==> src/rtl/eq_gain_regfile.sv <==
// Equaliser gain register file: host-writable shadow gains are copied to the
// active gain set atomically on an audio sample tick once a commit is requested.
module eq_gain_regfile #(
  parameter int N_BANDS = 10,
  parameter int GAIN_W  = 8,
  parameter int ADDR_W  = 8,
  parameter logic [GAIN_W-1:0] GAIN_RST = '0
) (
  input  logic                        clk,
  input  logic                        rst,
  input  logic                        we,
  input  logic                        re,
  input  logic [ADDR_W-1:0]           addr,
  input  logic [GAIN_W-1:0]           wdata,
  input  logic                        sample_tick,
  output logic [GAIN_W-1:0]           rdata,
  output logic                        rvalid,
  output logic [N_BANDS*GAIN_W-1:0]   gains,
  output logic                        commit_pending,
  output logic                        commit_done,
  output logic                        err
);

  localparam logic [ADDR_W-1:0] CTRL_ADDR   = ADDR_W'(N_BANDS);
  localparam logic [ADDR_W-1:0] STATUS_ADDR = ADDR_W'(N_BANDS + 1);

  logic [GAIN_W-1:0] shadow_reg [N_BANDS];
  logic [GAIN_W-1:0] active_reg [N_BANDS];
  logic              lock_reg;
  logic              auto_reg;
  logic              pending_reg;
  logic              done_reg;
  logic              err_reg;
  logic [GAIN_W-1:0] rdata_reg;
  logic              rvalid_reg;

  logic              is_gain;
  logic              is_ctrl;
  logic              is_status;
  logic              is_illegal;
  logic              shadow_wr;
  logic              ctrl_wr;
  logic              set_event;
  logic              commit;
  logic              err_set;
  logic              err_clr;
  logic              pending_next;
  logic              err_next;
  logic [GAIN_W-1:0] rd_value;

  assign is_gain    = (addr < CTRL_ADDR);
  assign is_ctrl    = (addr == CTRL_ADDR);
  assign is_status  = (addr == STATUS_ADDR);
  assign is_illegal = (addr > STATUS_ADDR);

  assign shadow_wr = we && is_gain && !lock_reg;
  assign ctrl_wr   = we && is_ctrl;
  assign set_event = (ctrl_wr && wdata[0]) || (auto_reg && shadow_wr);
  assign commit    = sample_tick && pending_reg;

  assign err_set = (we && is_gain && lock_reg) || (we && (is_status || is_illegal))
                 || (re && is_illegal);
  assign err_clr = ctrl_wr && wdata[7];

  // A fresh error in the clearing cycle keeps the flag set.
  assign err_next     = err_set || (err_reg && !err_clr);
  assign pending_next = (pending_reg && !sample_tick) || set_event;

  // Read mux sees pre-edge state, so a same-cycle write is not visible.
  always_comb begin
    rd_value = '0;
    if (is_gain) begin
      for (int k = 0; k < N_BANDS; k++) begin
        if (addr == ADDR_W'(k)) rd_value = shadow_reg[k];
      end
    end else if (is_ctrl) begin
      rd_value[1] = lock_reg;
      rd_value[2] = auto_reg;
    end else if (is_status) begin
      rd_value[0] = pending_reg;
      rd_value[1] = err_reg;
      rd_value[2] = lock_reg;
    end
  end

  always_ff @(posedge clk) begin
    if (rst) begin
      for (int k = 0; k < N_BANDS; k++) begin
        shadow_reg[k] <= GAIN_RST;
        active_reg[k] <= GAIN_RST;
      end
    end else begin
      for (int k = 0; k < N_BANDS; k++) begin
        if (commit) active_reg[k] <= shadow_reg[k];
        if (shadow_wr && (addr == ADDR_W'(k))) shadow_reg[k] <= wdata;
      end
    end
  end

  always_ff @(posedge clk) begin
    if (rst) begin
      lock_reg    <= 1'b0;
      auto_reg    <= 1'b0;
      pending_reg <= 1'b0;
      done_reg    <= 1'b0;
      err_reg     <= 1'b0;
      rdata_reg   <= '0;
      rvalid_reg  <= 1'b0;
    end else begin
      if (ctrl_wr) begin
        lock_reg <= wdata[1];
        auto_reg <= wdata[2];
      end
      pending_reg <= pending_next;
      done_reg    <= commit;
      err_reg     <= err_next;
      rvalid_reg  <= re;
      if (re) rdata_reg <= rd_value;
    end
  end

  generate
    for (genvar gi = 0; gi < N_BANDS; gi++) begin : g_gains
      assign gains[gi*GAIN_W +: GAIN_W] = active_reg[gi];
    end
  endgenerate

  assign rdata          = rdata_reg;
  assign rvalid         = rvalid_reg;
  assign commit_pending = pending_reg;
  assign commit_done    = done_reg;
  assign err            = err_reg;

endmodule

==> config.mk <==
export PLATFORM = sky130hd
export DESIGN_NAME = eq_gain_regfile
export DESIGN_NICKNAME = d
export VERILOG_FILES = /design/src/rtl/eq_gain_regfile.sv
export SDC_FILE = /design/constraint.sdc
export NUM_CORES = 1
export LEC_CHECK = 0
export CORE_MARGIN = 2
export CORE_UTILIZATION = 58
export CTS_CLUSTER_DIAMETER = 50
export CTS_CLUSTER_SIZE = 8
export DETAILED_ROUTE_END_ITERATION = 10
export PLACE_DENSITY = 0.94
export SLEW_MARGIN = 30
export SYNTH_ARGS = -nofsm -noshare
export SYNTH_HDL_FRONTEND = slang
export SYNTH_SLANG_ARGS = --single-unit
==> constraint.sdc <==
create_clock -name clk -period 5.7 [get_ports clk]
set_clock_uncertainty 0.05 [all_clocks]
set_input_delay 0.57 -clock clk [delete_from_list [all_inputs] [get_ports clk]]
set_output_delay 0.57 -clock clk [all_outputs]
set_load 0.005 [all_outputs]
# == After elaboration in Yosys (flattened, before gate mapping) ==
# Memories as Yosys holds them, arrays and structs flattened.
# Cells that the tools add are included.
# totals
register_bits,14
latch_bits,0
ramBits,160
rom_bits,0
input_bits,21
elab_cells,144
memories,2
# mem_list
memory,words,word_bits,read_ports,rd_clocked_by_memory_dff,write_ports,line_no,text
active_reg,10,8,10,0,10,28,logic [GAIN_W-1:0] active_reg [N_BANDS];
shadow_reg,10,8,10,0,10,27,logic [GAIN_W-1:0] shadow_reg [N_BANDS];
# classes
addsub,0
n_mul,0
n_div,0
order_cmp,2
eq_ne,11
shifts,0
mux,70
n_bitwise,20
reduce_logical,32
# ops
cell,n
$mux W8,30
$mux W1,36
$eq A8 B3 Y1 const B,4
$eq A8 B4 Y1 const B,4
$logic_and A1 B1 Y1,22
$or A1 B1 Y1,20
$eq A8 B2 Y1 const B,2
$eq A8 B1 Y1 const B,1
$gt A8 B4 Y1 const B,1
$logic_not A8 Y1,1
$lt A8 B4 Y1 const B,1
$logic_or A1 B1 Y1,6
$mux W3,2
$mux W5,1
$logic_not A1 Y1,3
$mux W2,1

# == Depth between registers and ports, before layout ==
# logic_depth
depth_word,12
ltp_mapped,8
depth_no_buf,5

# == Worst setup path before layout ==
# Ideal clock, no wire load.
# synth_timing
kind,input port to flip-flop
startpoint,input port rst
endpoint,memory active_reg[0][0] (enable)
setup_time_ns,0.452
t_arrival_ns,2.816
required_time_ns,5.198
slack_ns,2.382
path_stages,2
path_buffers,1
cell_sequence,clkbuf_1 -> nand2b_1
# synth_lines
element,line_no,text
from (decl),10,"input logic rst,"
to (decl),28,

==> summary.txt <==
status - completed
row count - 41
Die ar. - 0.01387 mm^2
Fill cells - 774
# DRC - 0
largest net degree at the start of global routing - 81
area of the multi-input gates - 0.002270 mm^2
max cap viols - 0
Setup Crit Path Kind - in2reg
clk buf depth - 2
worst slew pin tran - 0.8501 ns
Fin. Hold Viols - 0
cts hold-fix bufs - 0
die height - 117.8 um
Critical Path Start Type - input pin
Synth area leaders - edfxtp_1 (64%), and2_1 (13%), dfxtp_1 (3.7%), mux4_2 (3.3%), mux2i_1 (1.3%)
Hold Crit Depth - 2
FMAX - 0.3404 GHz
Static Leak - 3.339 nW
Yosys reg bits - 174
Gate Count Post-Synth - 541
via count - 4901
TritonCTS Buffers - 17
Clock Latency Late Sink - 0.42 ns
setup TNS - 0 ns
Mean Syn Cell Area - 13.87 um^2
drt pass-1 iters - 5
net switching power - 608.8 uW
YS warnings - 0
critical path capture point type - flip-flop
Cell Area, Synth - 0.007506 mm^2
Post-CTS Setup Bufs - 0
Cell Area, Placed - 0.008790 mm^2
clk slew on worst S/H paths - 0.06 ns
Worst Reg-to-Reg Cells - 3
Synth Flop Type - edfxtp_1
dpl ws - 2.390 ns
GRT Overall Usage - 26.82%
fin worst setup slack - 2.763 ns
Post-layout nets - 668
Critical Path RT - 5.93 ns
vias in the first global route - 4830
worst vdd ir - 0.1903 mV
clock network fraction of design power - 42.5%
Yosys top cell area share - 64.01%
IO buf count - 112
initial core utilization - 59.48%
Post-synth EDFFs - 160
initial antenna violation count - 0
# setup viols final - 0
wire per inst - 21.83 um
global route overflow - 0
switching share of power - 21.24%
Internal - 2.258 mW
Worst Path Max Fanout - 22
sequential power share - 51.3%
r2r setup slk - 3.56 ns
H-Tree Depth - 4
ANT nets after route - 0
Period minus WS final - 2.937 ns
ratio of final minimum period to clock period - 51.53%
area growth from synthesis to layout - 25.72%
Ant. Diodes - 0
fin area - 0.009437 mm^2
slew margin rel. - 43.15%
Vias/cell - 5.898
I/O pin cnt - 113
Initial DRC Count - 715
asr flop ratio synth - 0%
Comb power frac - 6.2%
core area - 0.01262 mm^2
final wirelength - 18.14 mm
Yosys cell types - 50
RSZ-0062 raised after global routing - no
Chip Width - 117.8 um
Slew Limit Fails - 0
first-pass GRT wire length - 27.74 mm
register area - 0.005085 mm^2
cts repair resizes - 0
worst hold path type - reg2reg
dpl hpwl - 12.38 mm
Pwr per Cell Area - 303.8 mW/mm^2
layout cells sized above 1 - 10.77%
largest area contributor in the netlist - edfxtp_1
CP arrival - 3.17 ns
Final Wtd Congestion - 0.9399
Post-Syn Nets - 562
Clk Tree Root Cell - clkbuf_16
TritonCTS clock tree - done
register area share after synthesis - 67.74%
clk sinks - 174
## path summary, 6_finish.rpt
check / start / to
min reg2reg: rdata[7] / rdata[7]
min: rdata[7] / rdata[7]
max reg2reg: lock_reg / shadow_reg[5][7]
max: addr[1] / shadow_reg[8][4]
## power groups by stage
| stage | Clock [mW] | Combinational (mW) | Sequential [mW] |
|---|---|---|---|
| 3_3_place_gp | 0 | 0.168 | 1.49 |
| 3_5_place_dp | 0 | 0.171 | 1.50 |
| 5_1_grt | 1.28 | 0.185 | 1.47 |
| 6_report | 1.22 | 0.177 | 1.47 |
| 4_1_cts | 1.22 | 0.173 | 1.47 |
| 2_1_floorplan | 0 | 0.0779 | 1.49 |
## cell usage after synthesis (6+ instances only)
| master | number |
|---|---|
| and2_1 | 158 |
| mux4_2 | 11 |
| edfxtp_1 | 160 |
| buf_2 | 8 |
| dfxtp_1 | 14 |
| nand2_1 | 14 |
| clkbuf_1 | 16 |
| inv_1 | 6 |
| mux2i_1 | 10 |
| a21oi_1 | 13 |
| nor2_2 | 9 |
| nor3_1 | 10 |
| o21ai_0 | 12 |
| nor2_1 | 21 |
## per-stage QoR
stage          std cells  hold slack [ns]  util (%)  total power, mW
2_1_floorplan        541           0.3983         -            1.564
3_3_place_gp         797           0.4040     69.21            1.662
3_5_place_dp         799           0.4038     69.65            1.668
4_1_cts              830           0.4107     74.54            2.867
5_1_grt              831           0.4476     74.78            2.935
6_report             831           0.4131     74.78            2.867
## cell usage in the layout (no fill, tap or decap), types with 3 or more instances in the layout
cell type,synthesis,layout
a211oi_1,3,3
a21o_1,3,3
a21oi_1,13,13
a22oi_1,3,3
a31o_2,3,3
and2_1,158,158
and3_1,3,3
buf_16,0,3
buf_4,1,4
bufinv_16,0,4
clkbuf_16,0,17
clkdlybuf4s50_1,0,111
dfxtp_1,14,14
edfxtp_1,160,160
inv_1,6,6
inv_6,0,3
mux2_2,3,3
mux2i_1,10,10
mux4_2,11,11
nand2_1,14,14
nand2b_1,5,4
nand3_1,4,4
nor2_1,21,20
nor2_2,9,9
nor2b_1,5,5
nor3_1,10,10
nor3b_1,3,3
o21ai_0,12,12
o21bai_1,4,4
o221ai_1,3,3
o22ai_1,4,4
## cell type report
class | instances | share of cell area [%]
clock buffers | 19 | 4.588
clock inverters | 12 | 1.949
inverters | 7 | 0.2784
multi-input cells | 329 | 24.05
flip-flops and latches | 174 | 53.88
well taps | 172 | 2.281
repair buffers | 118 | 12.97
## critical path: stages
cell	delay [ns]
clkdlybuf4s50_1	0.85
buf_4	0.44
o21ai_0	0.35
nand3_1	0.15
nor3_1	0.54
and2_1	0.24
## per-layer routing
layer  global-route usage, %  part of all wire [%]  vias to the layer above
li1                        -                     -                     2163
met1                   36.18                    38                     2374
met2                   44.59                    50                      325
met3                   4.700                   9.7                       39
met4                   8.886                   2.4                        0
met5                       0                     0                        -
## cell families (layout without fill, tap and decap cells)
logic type | count (synthesis) | count (layout) | share of synthesized area [%]
buffers and inverters | 38 | 156 | 2.217
flip-flops | 174 | 174 | 67.74
AO/OA/AOI/OAI | 60 | 60 | 5.384
multiplexers | 24 | 24 | 5.084
AND/OR/NAND/NOR | 245 | 245 | 19.57
Note: power is estimated with default switching activity, not from simulation.
==> RTL change: new RTL, config.mk and constraints unchanged <==
`ADDR_W`: 8 -> 7.
--- a/src/rtl/eq_gain_regfile.sv
+++ b/src/rtl/eq_gain_regfile.sv
@@ -5,3 +5,3 @@
   parameter int GAIN_W  = 8,
-  parameter int ADDR_W  = 8,
+  parameter int ADDR_W  = 7,
   parameter logic [GAIN_W-1:0] GAIN_RST = '0
Interface: changed (resized addr); port bits go from 113 to 112. The function was not compared with the original's and may differ.
==> RTL change against the unedited design <==
Sequential cell count did not move; sequential share of layout area increased by 0.42 points; largest power group unchanged; maximum frequency shrank 4.1%; setup slack worse by 0.12 ns; area after synthesis grew 1.1%; power is 7.2% lower; design area decreased by 0.78%; wire length up 0.74%; critical path type unchanged.
==> RTL change: results (changes against the unedited design) <==
outcome=finished, final reports clean (unchanged); Post-Syn Area per Cell=13.4 µm² (was 13.9 µm²); VDD IR max=182 µV (was 190 µV); Plain + repair buffers=116 (was 118); Vias=4997 (was 4901); global-route track usage on met3=0.0608 (was 0.0470); cell with the most instances after synthesis=and2_1 (was edfxtp_1); post-synthesis sequential area ratio=0.670 (was 0.677); GPL Wtd Cong=0.914 (was 0.940); metal2 WL=9130 µm (was 9020 µm); Distinct cells, synth=62 (was 50); clkbuf count=23 (was 19); Data buffer area share=0.124 (was 0.130); RR Endpoint=shadow_reg[2][3]$_SDFFCE_PN0P_ (was shadow_reg[5][7]$_SDFFCE_PN0P_); number of DRC markers in iteration 0=403 (was 715); syn nets=586 (was 562); Seq/total area=0.543 (was 0.539); Final HPWL DP=12600 µm (was 12400 µm); Max Clk Rate=327 MHz (was 340 MHz); ClkCell Share=0.0552 (was 0.0654); GR Layer Usage met2=0.449 (was 0.446); hold endpoint=rdata[4]$_SDFFE_PP0P_ (was rdata[7]$_SDFFE_PP0P_); gr usage total=0.272 (was 0.268); Routed met3 length=1390 µm (was 1760 µm); HP Start=rdata[4]$_SDFFE_PP0P_ (was rdata[7]$_SDFFE_PP0P_); mux cell area share after synthesis=0.0292 (was 0.0508); Non-Filler Instances=854 (was 831); placed inst area=8820 µm² (was 8790 µm²); CP Capture Point=shadow_reg[2][3]$_SDFFCE_PN0P_ (was shadow_reg[8][4]$_SDFFCE_PN0P_); Port Buffer Count=111 (was 112); Crit Path Max Fanout=15 (was 22); top cells by count, synth=161 x and2_1, 160 x edfxtp_1, 32 x nor2_1 (was 160 x edfxtp_1, 158 x and2_1, 21 x nor2_1); Placed Cells=823 (was 799); first-pass GRT wire length=28300 µm (was 27700 µm); share of cells above drive strength 1=0.0953 (was 0.108); fraction of area in multi-input gates=0.250 (was 0.241); CP arrival=3.06 ns (was 3.17 ns)
-- RTL change: cell count changes after synthesis, moves of 4 or more --
cell	delta
a21oi_1	+5
nand3_1	+6
mux4_2	-10
nor2_1	+11
nor2_2	-9
o22ai_1	-4
nor3_1	-8
nand2_1	+6
mux2_2	+4
o211ai_1	+4
o31ai_1	+7
a31oi_1	+5
-- RTL change: through the flow --
step | util | hold WS [ns] | power [mW]
floorplan | - | 0.396 | 1.55
global placement | 0.693 | 0.397 | 1.65
detailed placement | 0.696 | 0.425 | 1.65
CTS | 0.737 | 0.438 | 2.67
global route | 0.739 | 0.464 | 2.73
finish | 0.739 | 0.432 | 2.66
-- RTL change: critical path, cell delays in order --
cell             delay [ns]
clkdlybuf4s50_1        0.53
nor4_4                 0.78
nand2_1                0.43
o31ai_2                0.75
-- RTL change: where the power goes --
group	internal (mW)	switching (mW)
registers	1.43	0.0207
clock network	0.593	0.438
logic	0.0737	0.103
